`config.mk`:
```
export PLATFORM = sky130hd
export DESIGN_NAME = wb_fsmc_fifo_slave
export DESIGN_NICKNAME = d
export VERILOG_FILES = /design/src/rtl/wb_fsmc_fifo_slave.sv
export SDC_FILE = /design/constraint.sdc
export NUM_CORES = 1
export LEC_CHECK = 0
export CELL_PAD_IN_SITES_DETAIL_PLACEMENT = 0
export CELL_PAD_IN_SITES_GLOBAL_PLACEMENT = 1
export CORE_ASPECT_RATIO = 1.4
export CORE_UTILIZATION = 45
export CTS_BUF_LIST = sky130_fd_sc_hd__clkbuf_16
export DETAILED_ROUTE_END_ITERATION = 6
export GPL_TIMING_DRIVEN = 1
export PLACE_DENSITY = 0.73
export REMOVE_ABC_BUFFERS = 1
export SLEW_MARGIN = 20
export SYNTH_ARGS = -nofsm -noshare
export SYNTH_HDL_FRONTEND = slang
export SYNTH_SLANG_ARGS = --single-unit
```
`constraint.sdc`:
```
create_clock -name clk -period 5.5 [get_ports clk]
set_input_delay 1.1 -clock clk [delete_from_list [all_inputs] [get_ports clk]]
set_output_delay 1.1 -clock clk [all_outputs]
set_load 0.005 [all_outputs]
```
`src/rtl/wb_fsmc_fifo_slave.sv`:
```
// wb_fsmc_fifo_slave
// Wishbone slave that gives an external MCU (via the FSMC-to-Wishbone bridge)
// a mailbox into the fabric: a TX FIFO drained by a valid/ready stream, an RX
// FIFO filled by a valid/ready stream, plus STATUS and CONTROL registers.
// Two 16-bit TX writes (sel 0011 then 1100) are packed into one 32-bit word.
//
// Ports:
//   clk, rst         system clock, asynchronous active-high reset
//   wb_adr_i[31:0]   word-register address, only [1:0] may be non-zero
//   wb_dat_i/o       write / registered read data
//   wb_sel_i[3:0]    byte selects
//   wb_cyc_i, wb_stb_i, wb_we_i, wb_ack_o   classic single-cycle handshake
//   tx_dat, tx_vld, tx_rdy   TX FIFO head stream towards the fabric
//   rx_dat, rx_vld, rx_rdy   RX FIFO input stream from the fabric
//
// Register map (wb_adr_i[1:0]):
//   0 STATUS  RO  [0] tx_full [1] tx_empty [2] rx_full [3] rx_empty
//                 [4] tx_overflow [5] rx_underflow [31:16] rx_count
//   1 CONTROL WO  [0] tx_flush [1] rx_flush [2] clear sticky flags
//   2 TX_DATA WO  sel 0011 -> hold low half, 1100 -> push {hi, hold}, 1111 -> push
//   3 RX_DATA RO  returns head; pops only when sel[3] is set
module wb_fsmc_fifo_slave #(
    parameter int DEPTH_LOG2 = 4
) (
    input  logic        clk,
    input  logic        rst,
    input  logic [31:0] wb_adr_i,
    input  logic [31:0] wb_dat_i,
    output logic [31:0] wb_dat_o,
    input  logic [3:0]  wb_sel_i,
    input  logic        wb_cyc_i,
    input  logic        wb_stb_i,
    input  logic        wb_we_i,
    output logic        wb_ack_o,
    output logic [31:0] tx_dat,
    output logic        tx_vld,
    input  logic        tx_rdy,
    input  logic [31:0] rx_dat,
    input  logic        rx_vld,
    output logic        rx_rdy
);

    localparam int DEPTH = 1 << DEPTH_LOG2;
    localparam logic [DEPTH_LOG2:0] FULL_CNT = {1'b1, {DEPTH_LOG2{1'b0}}};

    localparam logic [1:0] REG_STATUS  = 2'd0;
    localparam logic [1:0] REG_CONTROL = 2'd1;
    localparam logic [1:0] REG_TX_DATA = 2'd2;
    localparam logic [1:0] REG_RX_DATA = 2'd3;

    logic [31:0]           tx_mem [DEPTH];
    logic [31:0]           rx_mem [DEPTH];
    logic [DEPTH_LOG2-1:0] tx_wr, tx_rd, rx_wr, rx_rd;
    logic [DEPTH_LOG2:0]   tx_cnt, rx_cnt;
    logic [15:0]           hold_lo;
    logic                  tx_ovf, rx_unf;
    logic                  alive;

    logic        tx_full, tx_empty, rx_full, rx_empty;
    logic        req, adr_ok, wr_acc, rd_acc;
    logic        tx_push_req, tx_push, tx_pop, tx_ovf_set;
    logic [31:0] tx_push_dat;
    logic        hold_wr, tx_flush, rx_flush, flag_clr;
    logic        rx_push, rx_pop, rx_unf_set;
    logic [31:0] rdata;

    assign tx_full  = (tx_cnt == FULL_CNT);
    assign tx_empty = (tx_cnt == '0);
    assign rx_full  = (rx_cnt == FULL_CNT);
    assign rx_empty = (rx_cnt == '0);

    // stb is ignored while ack is high: the bridge only drops it after ack.
    assign req    = wb_cyc_i & wb_stb_i & ~wb_ack_o;
    assign adr_ok = (wb_adr_i[31:2] == 30'd0);
    assign wr_acc = req & wb_we_i & adr_ok;
    assign rd_acc = req & ~wb_we_i & adr_ok;

    assign tx_vld = ~tx_empty;
    assign tx_dat = tx_empty ? 32'd0 : tx_mem[tx_rd];
    // alive keeps rx_rdy low while reset is held.
    assign rx_rdy = alive & ~rx_full;

    // Register decode and read mux
    always_comb begin
        tx_push_req = 1'b0;
        tx_push_dat = 32'd0;
        hold_wr     = 1'b0;
        tx_flush    = 1'b0;
        rx_flush    = 1'b0;
        flag_clr    = 1'b0;
        rx_pop      = 1'b0;
        rx_unf_set  = 1'b0;
        rdata       = 32'd0;
        if (wr_acc) begin
            case (wb_adr_i[1:0])
                REG_CONTROL: begin
                    tx_flush = wb_dat_i[0];
                    rx_flush = wb_dat_i[1];
                    flag_clr = wb_dat_i[2];
                end
                REG_TX_DATA: begin
                    case (wb_sel_i)
                        4'b0011: hold_wr = 1'b1;
                        4'b1100: begin
                            tx_push_req = 1'b1;
                            tx_push_dat = {wb_dat_i[31:16], hold_lo};
                        end
                        4'b1111: begin
                            tx_push_req = 1'b1;
                            tx_push_dat = wb_dat_i;
                        end
                        default: ;
                    endcase
                end
                default: ;
            endcase
        end
        if (rd_acc) begin
            case (wb_adr_i[1:0])
                REG_STATUS: rdata = {16'(rx_cnt), 10'd0, rx_unf, tx_ovf,
                                     rx_empty, rx_full, tx_empty, tx_full};
                REG_RX_DATA: begin
                    if (rx_empty) begin
                        rx_unf_set = 1'b1;
                    end else begin
                        rdata  = rx_mem[rx_rd];
                        // Only the high-half (or full) read consumes the word.
                        rx_pop = wb_sel_i[3];
                    end
                end
                default: ;
            endcase
        end
    end

    // Fullness is judged on the registered count, before this cycle's pop.
    assign tx_push    = tx_push_req & ~tx_full;
    assign tx_ovf_set = tx_push_req & tx_full;
    assign tx_pop     = tx_vld & tx_rdy;
    assign rx_push    = rx_vld & rx_rdy;

    // Wishbone response
    always_ff @(posedge clk or posedge rst) begin
        if (rst) begin
            wb_ack_o <= 1'b0;
            wb_dat_o <= 32'd0;
            alive    <= 1'b0;
        end else begin
            wb_ack_o <= req;
            wb_dat_o <= rdata;
            alive    <= 1'b1;
        end
    end

    // TX FIFO control; flush overrides any push or pop in the same cycle
    always_ff @(posedge clk or posedge rst) begin
        if (rst) begin
            tx_wr   <= '0;
            tx_rd   <= '0;
            tx_cnt  <= '0;
            hold_lo <= 16'd0;
        end else if (tx_flush) begin
            tx_wr   <= '0;
            tx_rd   <= '0;
            tx_cnt  <= '0;
            hold_lo <= 16'd0;
        end else begin
            if (tx_push) tx_wr <= tx_wr + 1'b1;
            if (tx_pop)  tx_rd <= tx_rd + 1'b1;
            case ({tx_push, tx_pop})
                2'b10:   tx_cnt <= tx_cnt + 1'b1;
                2'b01:   tx_cnt <= tx_cnt - 1'b1;
                default: ;
            endcase
            if (hold_wr) hold_lo <= wb_dat_i[15:0];
        end
    end

    // RX FIFO control
    always_ff @(posedge clk or posedge rst) begin
        if (rst) begin
            rx_wr  <= '0;
            rx_rd  <= '0;
            rx_cnt <= '0;
        end else if (rx_flush) begin
            rx_wr  <= '0;
            rx_rd  <= '0;
            rx_cnt <= '0;
        end else begin
            if (rx_push) rx_wr <= rx_wr + 1'b1;
            if (rx_pop)  rx_rd <= rx_rd + 1'b1;
            case ({rx_push, rx_pop})
                2'b10:   rx_cnt <= rx_cnt + 1'b1;
                2'b01:   rx_cnt <= rx_cnt - 1'b1;
                default: ;
            endcase
        end
    end

    // Storage arrays carry no reset; the pointers define what is valid.
    always_ff @(posedge clk) begin
        if (tx_push) tx_mem[tx_wr] <= tx_push_dat;
        if (rx_push) rx_mem[rx_wr] <= rx_dat;
    end

    // Sticky flags: a new event in the clear cycle leaves the flag set
    always_ff @(posedge clk or posedge rst) begin
        if (rst) begin
            tx_ovf <= 1'b0;
            rx_unf <= 1'b0;
        end else begin
            tx_ovf <= (tx_ovf & ~flag_clr) | tx_ovf_set;
            rx_unf <= (rx_unf & ~flag_clr) | rx_unf_set;
        end
    end

endmodule
```
---- Yosys cells after proc, flatten, opt, wreduce, memory -nomap -nowiden ----
Memories as Yosys holds them, arrays and structs flattened.
Index checks and enable logic that the tools add are counted.
word-level totals
  register bits after elaboration ......... 78
  memory bits (writable) .................. 1024
  input port bits ......................... 107
  output and inout port bits .............. 67
  word-level logic and storage cells ...... 110
  memories kept ........................... 2
memories
  memory  words  bits a word  rd ports  clocked after memory_dff  write ports  line  source
  rx_mem  16     32           1         0                         1            52    logic [31:0] rx_mem [DEPTH];
  tx_mem  16     32           1         0                         1            51    logic [31:0] tx_mem [DEPTH];
operators by class
  add/sub/neg operators ................... 8
  equality and inequality tests ........... 12
  muxes and demuxes ....................... 43
  bitwise operators ....................... 21
  reduce and logical (&&, ||, !) cells .... 12
operators with widths
  cell                 number
  $mux 32              5
  $pmux 32 s2          2
  $mux 16              2
  $mux 4               8
  $logic_not 30->1     1
  $mux 1               22
  $pmux 5 s2           2
  $add 4x1->4 const B  4
  $and 1x1->1          13
  $add 5x1->5 const B  2
  $eq 5x5->1 const B   2
  $logic_not 5->1      2
  $mux 5               2
  $reduce_bool 2->1    5
  $sub 5x1->5 const B  2
  $eq 2x2->1 const B   4
  $eq 4x4->1 const B   2
  $eq 2x1->1 const B   3
  $not 1->1            6
  $reduce_bool 3->1    2
  $eq 4x2->1 const B   1
  $logic_not 2->1      1
  $or 1x1->1           2
  $reduce_or 2->1      1

---- Depth between registers and ports, before layout ----
Gate-level depths: netlist of run 1.
  word-level depth ........................ 9
  mapped depth ............................ 12
  mapped depth without buffers ............ 12

---- Worst setup path after synthesis of run 1 ----
Ideal clock, no wire load.
  kind .................................... input -> register
  start point ............................. in wb_adr_i[4]
  end point ............................... mem tx_mem[11][0] (enable)
  arrival ................................. 5.594 ns
  required time ........................... 4.998 ns
  slack ................................... -0.596 ns
  stages on the path ...................... 6
  path buffers ............................ 2
  cell sequence ........................... nor4_2 -> nand4_2 -> buf_6 -> or4_1 -> clkbuf_1 -> nor4_1
between the ends
  longest elaborated chain between the ends .. 6
RTL lines
  item                          line  source
  start: declaration            27    input logic [31:0] wb_adr_i,
  $logic_not 30->1              74    assign adr_ok = (wb_adr_i[31:2] == 30'd0);
  $and 1x1->1                   75    assign wr_acc = req & wb_we_i & adr_ok;
  $mux 1                        94    if (wr_acc) begin
  $and 1x1->1                   137   assign tx_push = tx_push_req & ~tx_full;
  $mux 1                        202   if (tx_push) tx_mem[tx_wr] <= tx_push_dat;
  $mux 1 (implied by the code)  202
  end: declaration              51
No other way between the ends.

---- Final worst setup path of run 1 ----
  start point ............................. reg tx_rd[0]
  end point ............................... out tx_dat[8]
between the ends
  longest elaborated chain between the ends .. 2
RTL lines
  item                      line  source
  start: declaration        53    logic [DEPTH_LOG2-1:0] tx_wr, tx_rd, rx_wr, rx_rd;
  start signal: assignment  169   if (tx_pop) tx_rd <= tx_rd + 1'b1;
  $mem_v2 16x32             -
  $mux 32                   79    assign tx_dat = tx_empty ? 32'd0 : tx_mem[tx_rd];
  end: declaration          35    output logic [31:0] tx_dat,
No other way between the ends.

==> results of run 1 <==
[cells in the mapped netlist (all sizes together), types with 6 or more instances]
master / instances / area share
or4: 6 / 0.0010
xor2: 6 / 0.0012
a22oi: 17 / 0.0030
buf: 41 / 0.0047
o21ai: 8 / 0.00093
mux4: 305 / 0.16
nor2b: 23 / 0.0033
nor2: 55 / 0.0048
or3: 6 / 0.00087
nand3: 14 / 0.0017
nand2: 28 / 0.0025
nor3: 7 / 0.00081
ha: 19 / 0.0055
dfrtp: 78 / 0.045
edfxtp: 1024 / 0.71
xnor2: 10 / 0.0020
o2bb2ai: 6 / 0.0012
a221oi: 14 / 0.0028
mux2i: 49 / 0.011
nor4: 26 / 0.0058
inv: 26 / 0.0023
and2: 68 / 0.0099
clkbuf: 61 / 0.0053
a21oi: 10 / 0.0012
[worst max-delay path, stage by stage (launching register included)]
cell,delay (ns)
sky130_fd_sc_hd__dfrtp_4,0.79
sky130_fd_sc_hd__buf_4,0.48
sky130_fd_sc_hd__mux4_2,0.57
sky130_fd_sc_hd__mux4_2,0.50
sky130_fd_sc_hd__and2_1,0.20
sky130_fd_sc_hd__clkdlybuf4s50_1,0.44
[per-stage QoR]
stage	hold slack, ns	std cells	setup slack (ns)
2_1_floorplan	0.450	1850	-1.87
3_3_place_gp	0.502	3310	0.698
3_5_place_dp	0.510	3310	0.560
4_1_cts	0.526	3497	0.585
5_1_grt	0.539	3497	0.505
6_report	0.520	3499	0.713
[kinds of logic after synthesis]
| logic type | Yosys count | synth area share |
|---|---|---|
| adder cells (fa/ha/maj) | 20 | 0.00599 |
| AND/OR/NAND/NOR | 254 | 0.0348 |
| XOR/XNOR | 16 | 0.00326 |
| flip-flops | 1102 | 0.760 |
| AO/OA/AOI/OAI | 76 | 0.0129 |
| multiplexers | 354 | 0.171 |
| other | 1 | 0.0000871 |
| buffers and inverters | 129 | 0.0124 |
[sequential cells by signal, summed over array words and instances, names as in the netlist, 4 cells and up]
name      cells
rx_mem      512
tx_mem      512
wb_dat_o     32
hold_lo      16
rx_cnt        5
tx_cnt        5
rx_rd         4
rx_wr         4
tx_rd         4
tx_wr         4
[power breakdown]
group	total [mW]	internal, mW	switching (mW)	leakage (nW)
combinational	0.593	0.224	0.369	3.78
sequential	9.40	9.32	0.0823	11.6
clock	6.87	3.82	3.05	1.67
total	16.9	13.4	3.51	17.1
[area by class of cell]
type,instances,area [µm²]
antenna,2,5.00
clock inverter,83,649
sequential,1102,32700
fill,7174,44400
clock buffer,104,2600
tap,1215,1520
inverter,27,105
multi-input combinational,721,9960
timing repair buffer,245,2380
[metal layers]
metal	wire length, µm	up-vias
met5	41	-
met4	2290	6
met3	6600	148
met2	51400	730
met1	38700	10800
li1	-	8623
[placed cells by master, fill, tap and decap left out, types with 9 or more instances in the layout]
| cell type | n |
|---|---|
| sky130_fd_sc_hd__clkbuf_16 | 104 |
| sky130_fd_sc_hd__clkinv_2 | 16 |
| sky130_fd_sc_hd__dfrtp_1 | 71 |
| sky130_fd_sc_hd__a22oi_1 | 17 |
| sky130_fd_sc_hd__nand2_1 | 27 |
| sky130_fd_sc_hd__buf_12 | 9 |
| sky130_fd_sc_hd__a21oi_1 | 10 |
| sky130_fd_sc_hd__mux2i_1 | 49 |
| sky130_fd_sc_hd__nor4_2 | 20 |
| sky130_fd_sc_hd__nor2b_1 | 23 |
| sky130_fd_sc_hd__a221oi_1 | 14 |
| sky130_fd_sc_hd__buf_4 | 63 |
| sky130_fd_sc_hd__nand3_1 | 13 |
| sky130_fd_sc_hd__nor2_1 | 50 |
| sky130_fd_sc_hd__inv_1 | 47 |
| sky130_fd_sc_hd__and2_2 | 16 |
| sky130_fd_sc_hd__ha_1 | 19 |
| sky130_fd_sc_hd__and2_1 | 52 |
| sky130_fd_sc_hd__clkdlybuf4s50_1 | 173 |
| sky130_fd_sc_hd__edfxtp_1 | 1024 |
| sky130_fd_sc_hd__clkinv_1 | 23 |
| sky130_fd_sc_hd__mux4_2 | 305 |
| sky130_fd_sc_hd__xnor2_1 | 10 |
[path summary, 6_finish.rpt]
check | endpoint | cells after the start | start | slack, ns
setup / recovery | tx_dat[8] | 5 | tx_rd[0]$_DFFE_PP0P_ | 0.71
hold / removal | hold_lo[8]$_DFFE_PP0P_ | 2 | hold_lo[8]$_DFFE_PP0P_ | 0.52
setup reg to reg | tx_mem[13][19]$_DFFE_PP_ | 6 | tx_cnt[1]$_DFFE_PP0P_ | 1.92
hold reg to reg | hold_lo[8]$_DFFE_PP0P_ | 2 | hold_lo[8]$_DFFE_PP0P_ | 0.52
max in group asynchronous | rx_rd[1]$_DFFE_PP0P_ | 3 | rst | 3.49
min in group asynchronous | wb_dat_o[6]$_DFF_PP0_ | 2 | rst | 0.91
==> impl_summary.log, run 1 <==
INFO  metric clockRootBuffer = sky130_fd_sc_hd__clkbuf_16
INFO  metric h-tree-depth = 3
INFO  metric endpoint_kind = output pin
INFO  metric min-delay-path-class = reg2reg
INFO  metric floorplan.die_area = 96900 µm²
INFO  metric clock.fmax = 0.209 GHz
INFO  metric starting_drt_drc_count = 1895
INFO  metric detailedRoute.firstPassIterationCount = 5
INFO  metric fin_crit_share = 0.870
INFO  metric top_level_ports = 174
INFO  metric path_clk_slew = 0.07 ns
INFO  metric layout.cell_area.non_filler = 49900 µm²
INFO  metric global_route.usage.met1 = 0.264
INFO  metric effective_utilization_at_floorplan = 0.456
INFO  metric number_of_sinks_on_the_clock_net = 1102
INFO  metric via_per_inst = 5.81
INFO  metric number_of_flops_mapped_to_enable_cells_by_yosys = 1024
INFO  metric final_layout_size_suffix_gt1_frac = 0.255
INFO  metric drc_errors = 0
INFO  metric synth_top_flop_cell = sky130_fd_sc_hd__edfxtp_1
INFO  metric critPathMaxFanout = 26
INFO  metric clock_latency_at_the_later_pin_of_the_worst_skew_pair = 0.68 ns
INFO  metric worst-endpoint-arrival = 3.69 ns
INFO  metric grt_use_met3 = 0.0368
INFO  metric synthDistinctLibCells = 55
INFO  metric final_setup_violation_count = 0
INFO  metric path_class = reg2out
INFO  metric timing.max_slew.rel_slack = 0.281
INFO  metric slew_violations = 0
INFO  metric holdBufCountCts = 0
INFO  metric grt_antenna_before_repair = 7
INFO  metric power = 16.9 mW
INFO  metric final_util = 0.529
INFO  metric grt_start_max_net_pins = 71
INFO  metric clock_tree.buffer_depth = 3
INFO  metric syn_area_per_cell = 22.1 µm²
INFO  metric synth_seq_cells = 1102
INFO  metric drt-wirelength-per-cell = 28.3 µm
INFO  metric postCtsSetupRepairBufs = 0
INFO  metric hpwl = 56.0 mm
INFO  metric gp_routability_congestion = 0.791
INFO  metric final_nets = 2326
INFO  metric worst_slew_pin_slew = 1.08 ns
INFO  metric fp.dieH = 368 µm
INFO  metric final_layout_setup_total_negative_slack = 0 ns
INFO  metric leakage = 17.1 nW
INFO  metric clock_tree_from_tritoncts = yes
INFO  metric outcome = completed
INFO  metric synthesis.area = 43000 µm²
INFO  metric drv.max_cap_violation_count = 0
INFO  metric die-width = 263 µm
INFO  metric synthCells = 1952
INFO  metric grt_remaining_overflow = 0
INFO  metric vias = 20300
INFO  metric critPathRequiredTime = 4.40 ns
INFO  metric core = 94400 µm²
INFO  metric final.min_clock_period = 4.79 ns
INFO  metric finalClockSkew = 0.0283 ns
INFO  metric grt.busiest_layer = met2
INFO  metric placement.io_buffers = 173
INFO  metric placementRows = 133
INFO  metric layout-area-overhead-vs-synth = 16.0%
INFO  metric finalWirelength = 98.9 mm
INFO  metric global_route_wire_length_before_repair = 145 mm
INFO  metric cts_made_buffers = 102
INFO  metric hold_viol = 0
INFO  metric gr-usage-met2 = 0.359
INFO  metric ir_worst_vdd = 0.000304 V
INFO  metric place_area = 46700 µm²
INFO  metric synth-seq-area-share = 0.760
INFO  metric synthArstFlopShare = 0.0708
INFO  metric grt_util_all_layers = 0.207
INFO  metric grt_setup_unrepaired = no
INFO  metric ys.warnings.count = 0
INFO  metric startpoint_type = register
INFO  metric final_antenna_net_count = 0
INFO  metric first_global_vias = 21600
INFO  metric power_density = 338 nW/µm²
INFO  metric cts-resized-gates = 0
Note: power is estimated with default switching activity, not from simulation.
==> run 2: changes to the inputs <==
--- a/config.mk
+++ b/config.mk
@@ -10,9 +10,11 @@
 export CORE_ASPECT_RATIO = 1.4
 export CORE_UTILIZATION = 45
 export CTS_BUF_LIST = sky130_fd_sc_hd__clkbuf_16
+export CTS_CLUSTER_SIZE = 40
 export DETAILED_ROUTE_END_ITERATION = 6
+export DONT_BUFFER_PORTS = 1
 export GPL_TIMING_DRIVEN = 1
-export PLACE_DENSITY = 0.73
+export PLACE_DENSITY = 0.7
 export REMOVE_ABC_BUFFERS = 1
 export SLEW_MARGIN = 20
 export SYNTH_ARGS = -nofsm -noshare
==> constraint.sdc (replaced) <==
create_clock -name clk -period 4.15 [get_ports clk]
set_input_delay 0.83 -clock clk [delete_from_list [all_inputs] [get_ports clk]]
set_output_delay 0.83 -clock clk [all_outputs]
set_load 0.005 [all_outputs]
==> impl_summary.log, run 2 (synthesis results as in run 1) <==
INFO  metric path_class = reg2out
INFO  metric cts-resized-gates = 0
INFO  metric multiInputGateArea = 9950 µm²
INFO  metric detailedRoute.firstPassIterationCount = 5
INFO  metric cts_made_buffers = 101
INFO  metric post-route-worst-setup-slack = 0.176 ns
INFO  metric final_setup_violation_count = 0
INFO  metric via_per_inst = 5.85
INFO  metric cpPeakStageDelay = 0.77 ns
INFO  metric gp_routability_congestion = 0.775
INFO  metric die-width = 263 µm
INFO  metric cpMaxStageDelayCell = sky130_fd_sc_hd__dfrtp_4
INFO  metric layout.cells.most_common = sky130_fd_sc_hd__edfxtp_1
INFO  metric filler_cell_count = 7266
INFO  metric finalWirelength = 93.6 mm
INFO  metric holdBufCountCts = 0
INFO  metric timing.critical_path.cells = buf_4, mux4_2, mux4_2, and2_1
INFO  metric layout.cell_area.non_filler = 48600 µm²
INFO  metric finalClockSkew = 0.0276 ns
INFO  metric clock_latency_at_the_later_pin_of_the_worst_skew_pair = 0.70 ns
INFO  metric grt_antenna_before_repair = 4
INFO  metric final_nets = 2171
INFO  metric fp.dieH = 368 µm
INFO  metric clock.fmax = 0.252 GHz
INFO  metric endpoint_kind = output pin
INFO  metric hpwl = 58.1 mm
INFO  metric worst_slew_pin_slew = 1.06 ns
INFO  metric leakage = 16.6 nW
INFO  metric grt_util_all_layers = 0.197
INFO  metric number_of_sinks_on_the_clock_net = 1102
INFO  metric critPathMaxFanout = 23
INFO  metric placementRows = 133
INFO  metric slew_violations = 0
INFO  metric startpoint_type = register
INFO  metric grt_remaining_overflow = 0
INFO  metric placement.io_buffers = 0
INFO  metric final.min_clock_period = 3.97 ns
INFO  metric effective_utilization_at_floorplan = 0.456
INFO  metric first_global_vias = 20900
INFO  metric place_area = 45300 µm²
INFO  metric drc_errors = 0
INFO  metric drt-wirelength-per-cell = 27.9 µm
INFO  metric power = 22.3 mW
INFO  metric floorplan.die_area = 96900 µm²
INFO  metric worst-endpoint-arrival = 3.14 ns
INFO  metric core = 94400 µm²
INFO  metric timing.max_slew.rel_slack = 0.294
INFO  metric drv.max_cap_violation_count = 0
INFO  metric top_regs = rx_mem (512), tx_mem (512), wb_dat_o (32)
INFO  metric h-tree-depth = 3
INFO  metric crit_family = multiplexers
INFO  metric min-delay-path-class = in2async
INFO  metric starting_drt_drc_count = 1812
INFO  metric clockRootBuffer = sky130_fd_sc_hd__clkbuf_16
INFO  metric global_route_wire_length_before_repair = 140 mm
INFO  metric path_clk_slew = 0.07 ns
INFO  metric hold_viol = 0
INFO  metric postCtsSetupRepairBufs = 0
INFO  metric grt_setup_unrepaired = no
INFO  metric layout-area-overhead-vs-synth = 12.9%
INFO  metric timing.critical_path.mode_cell = sky130_fd_sc_hd__mux4_2
INFO  metric clock_tree.buffer_depth = 3
INFO  metric top_level_ports = 174
INFO  metric outcome = completed
INFO  metric sequential_cell_area = 32700 µm²
INFO  metric final_antenna_net_count = 0
INFO  metric grt_start_max_net_pins = 107
INFO  metric post-place-ws = 0.403 ns
INFO  metric top_library_cells_by_usage_in_the_layout_fill_and_taps_aside = sky130_fd_sc_hd__edfxtp_1, sky130_fd_sc_hd__mux4_2, sky130_fd_sc_hd__clkbuf_16
INFO  metric final_layout_size_suffix_gt1_frac = 0.282
INFO  metric worst-path-buf-inv = 1
INFO  metric fin_crit_share = 0.958
INFO  metric clock_tree_from_tritoncts = yes
INFO  metric critPathRequiredTime = 3.32 ns
INFO  metric power_density = 459 nW/µm²
INFO  metric vias = 19600
INFO  metric ir_worst_vdd = 0.000376 V
INFO  metric final_util = 0.515
[run 2: changes by cell type in the layout (fill, tap and decap cells not counted), sizes merged]
cell	previous run	this run
clkdlybuf4s50	173	0
clkinvlp	6	4
inv	53	58
diode	2	5
bufinv	8	11
clkbuf	104	102
buf	72	91
[run 2: layout make-up]
cell class | count | share of cell area
Antenna cell | 5 | 0.000257
Clock buffer | 102 | 0.0525
Clock inverter | 89 | 0.0157
Inverter | 27 | 0.00219
Multi-Input combinational cell | 721 | 0.205
Sequential cell | 1102 | 0.673
Tap cell | 1215 | 0.0313
Timing Repair Buffer | 91 | 0.0200
[run 2: through the flow]
step | std cells | setup TNS [ns] | hold slack [ns]
floorplan | 1850 | -868.36 | 0.450
global placement | 3156 | 0 | 0.489
detailed placement | 3156 | 0 | 0.479
CTS | 3347 | 0 | 0.176
global route | 3351 | 0 | 0.136
finish | 3352 | 0 | 0.0930
[run 2: path summary, 6_finish.rpt]
check / startpoint / to / slack [ns] / depth (start not counted)
max in group asynchronous: rst / wb_dat_o[24]$_DFF_PP0_ / 3.23 / 2
min in group clk: rx_dat[17] / rx_mem[4][17]$_DFFE_PP_ / 0.22 / 0
worst max-delay path: tx_rd[0]$_DFFE_PP0P_ / tx_dat[10] / 0.18 / 4
worst min-delay path: rst / wb_dat_o[31]$_DFF_PP0_ / 0.09 / 1
worst min register to register: tx_ovf$_DFF_PP0_ / wb_dat_o[4]$_DFF_PP0_ / 0.50 / 1
worst max register to register: wb_ack_o$_DFF_PP0_ / tx_mem[15][7]$_DFFE_PP_ / 0.98 / 6
[run 2: layer usage]
metal,vias to the layer above,track usage,routed length (µm),part of all wire
met4,4,0.0620,1830,0.020
li1,8324,-,-,-
met2,629,0.324,46900,0.50
met3,113,0.0450,6750,0.072
met5,-,0,27,0.00029
met1,10500,0.263,38100,0.41
[run 2: report_power, final]
| group | internal, mW | total, mW | switching, mW |
|---|---|---|---|
| Clock | 5.19 | 9.26 | 4.07 |
| Combinational | 0.222 | 0.615 | 0.393 |
| Sequential | 12.3 | 12.4 | 0.102 |
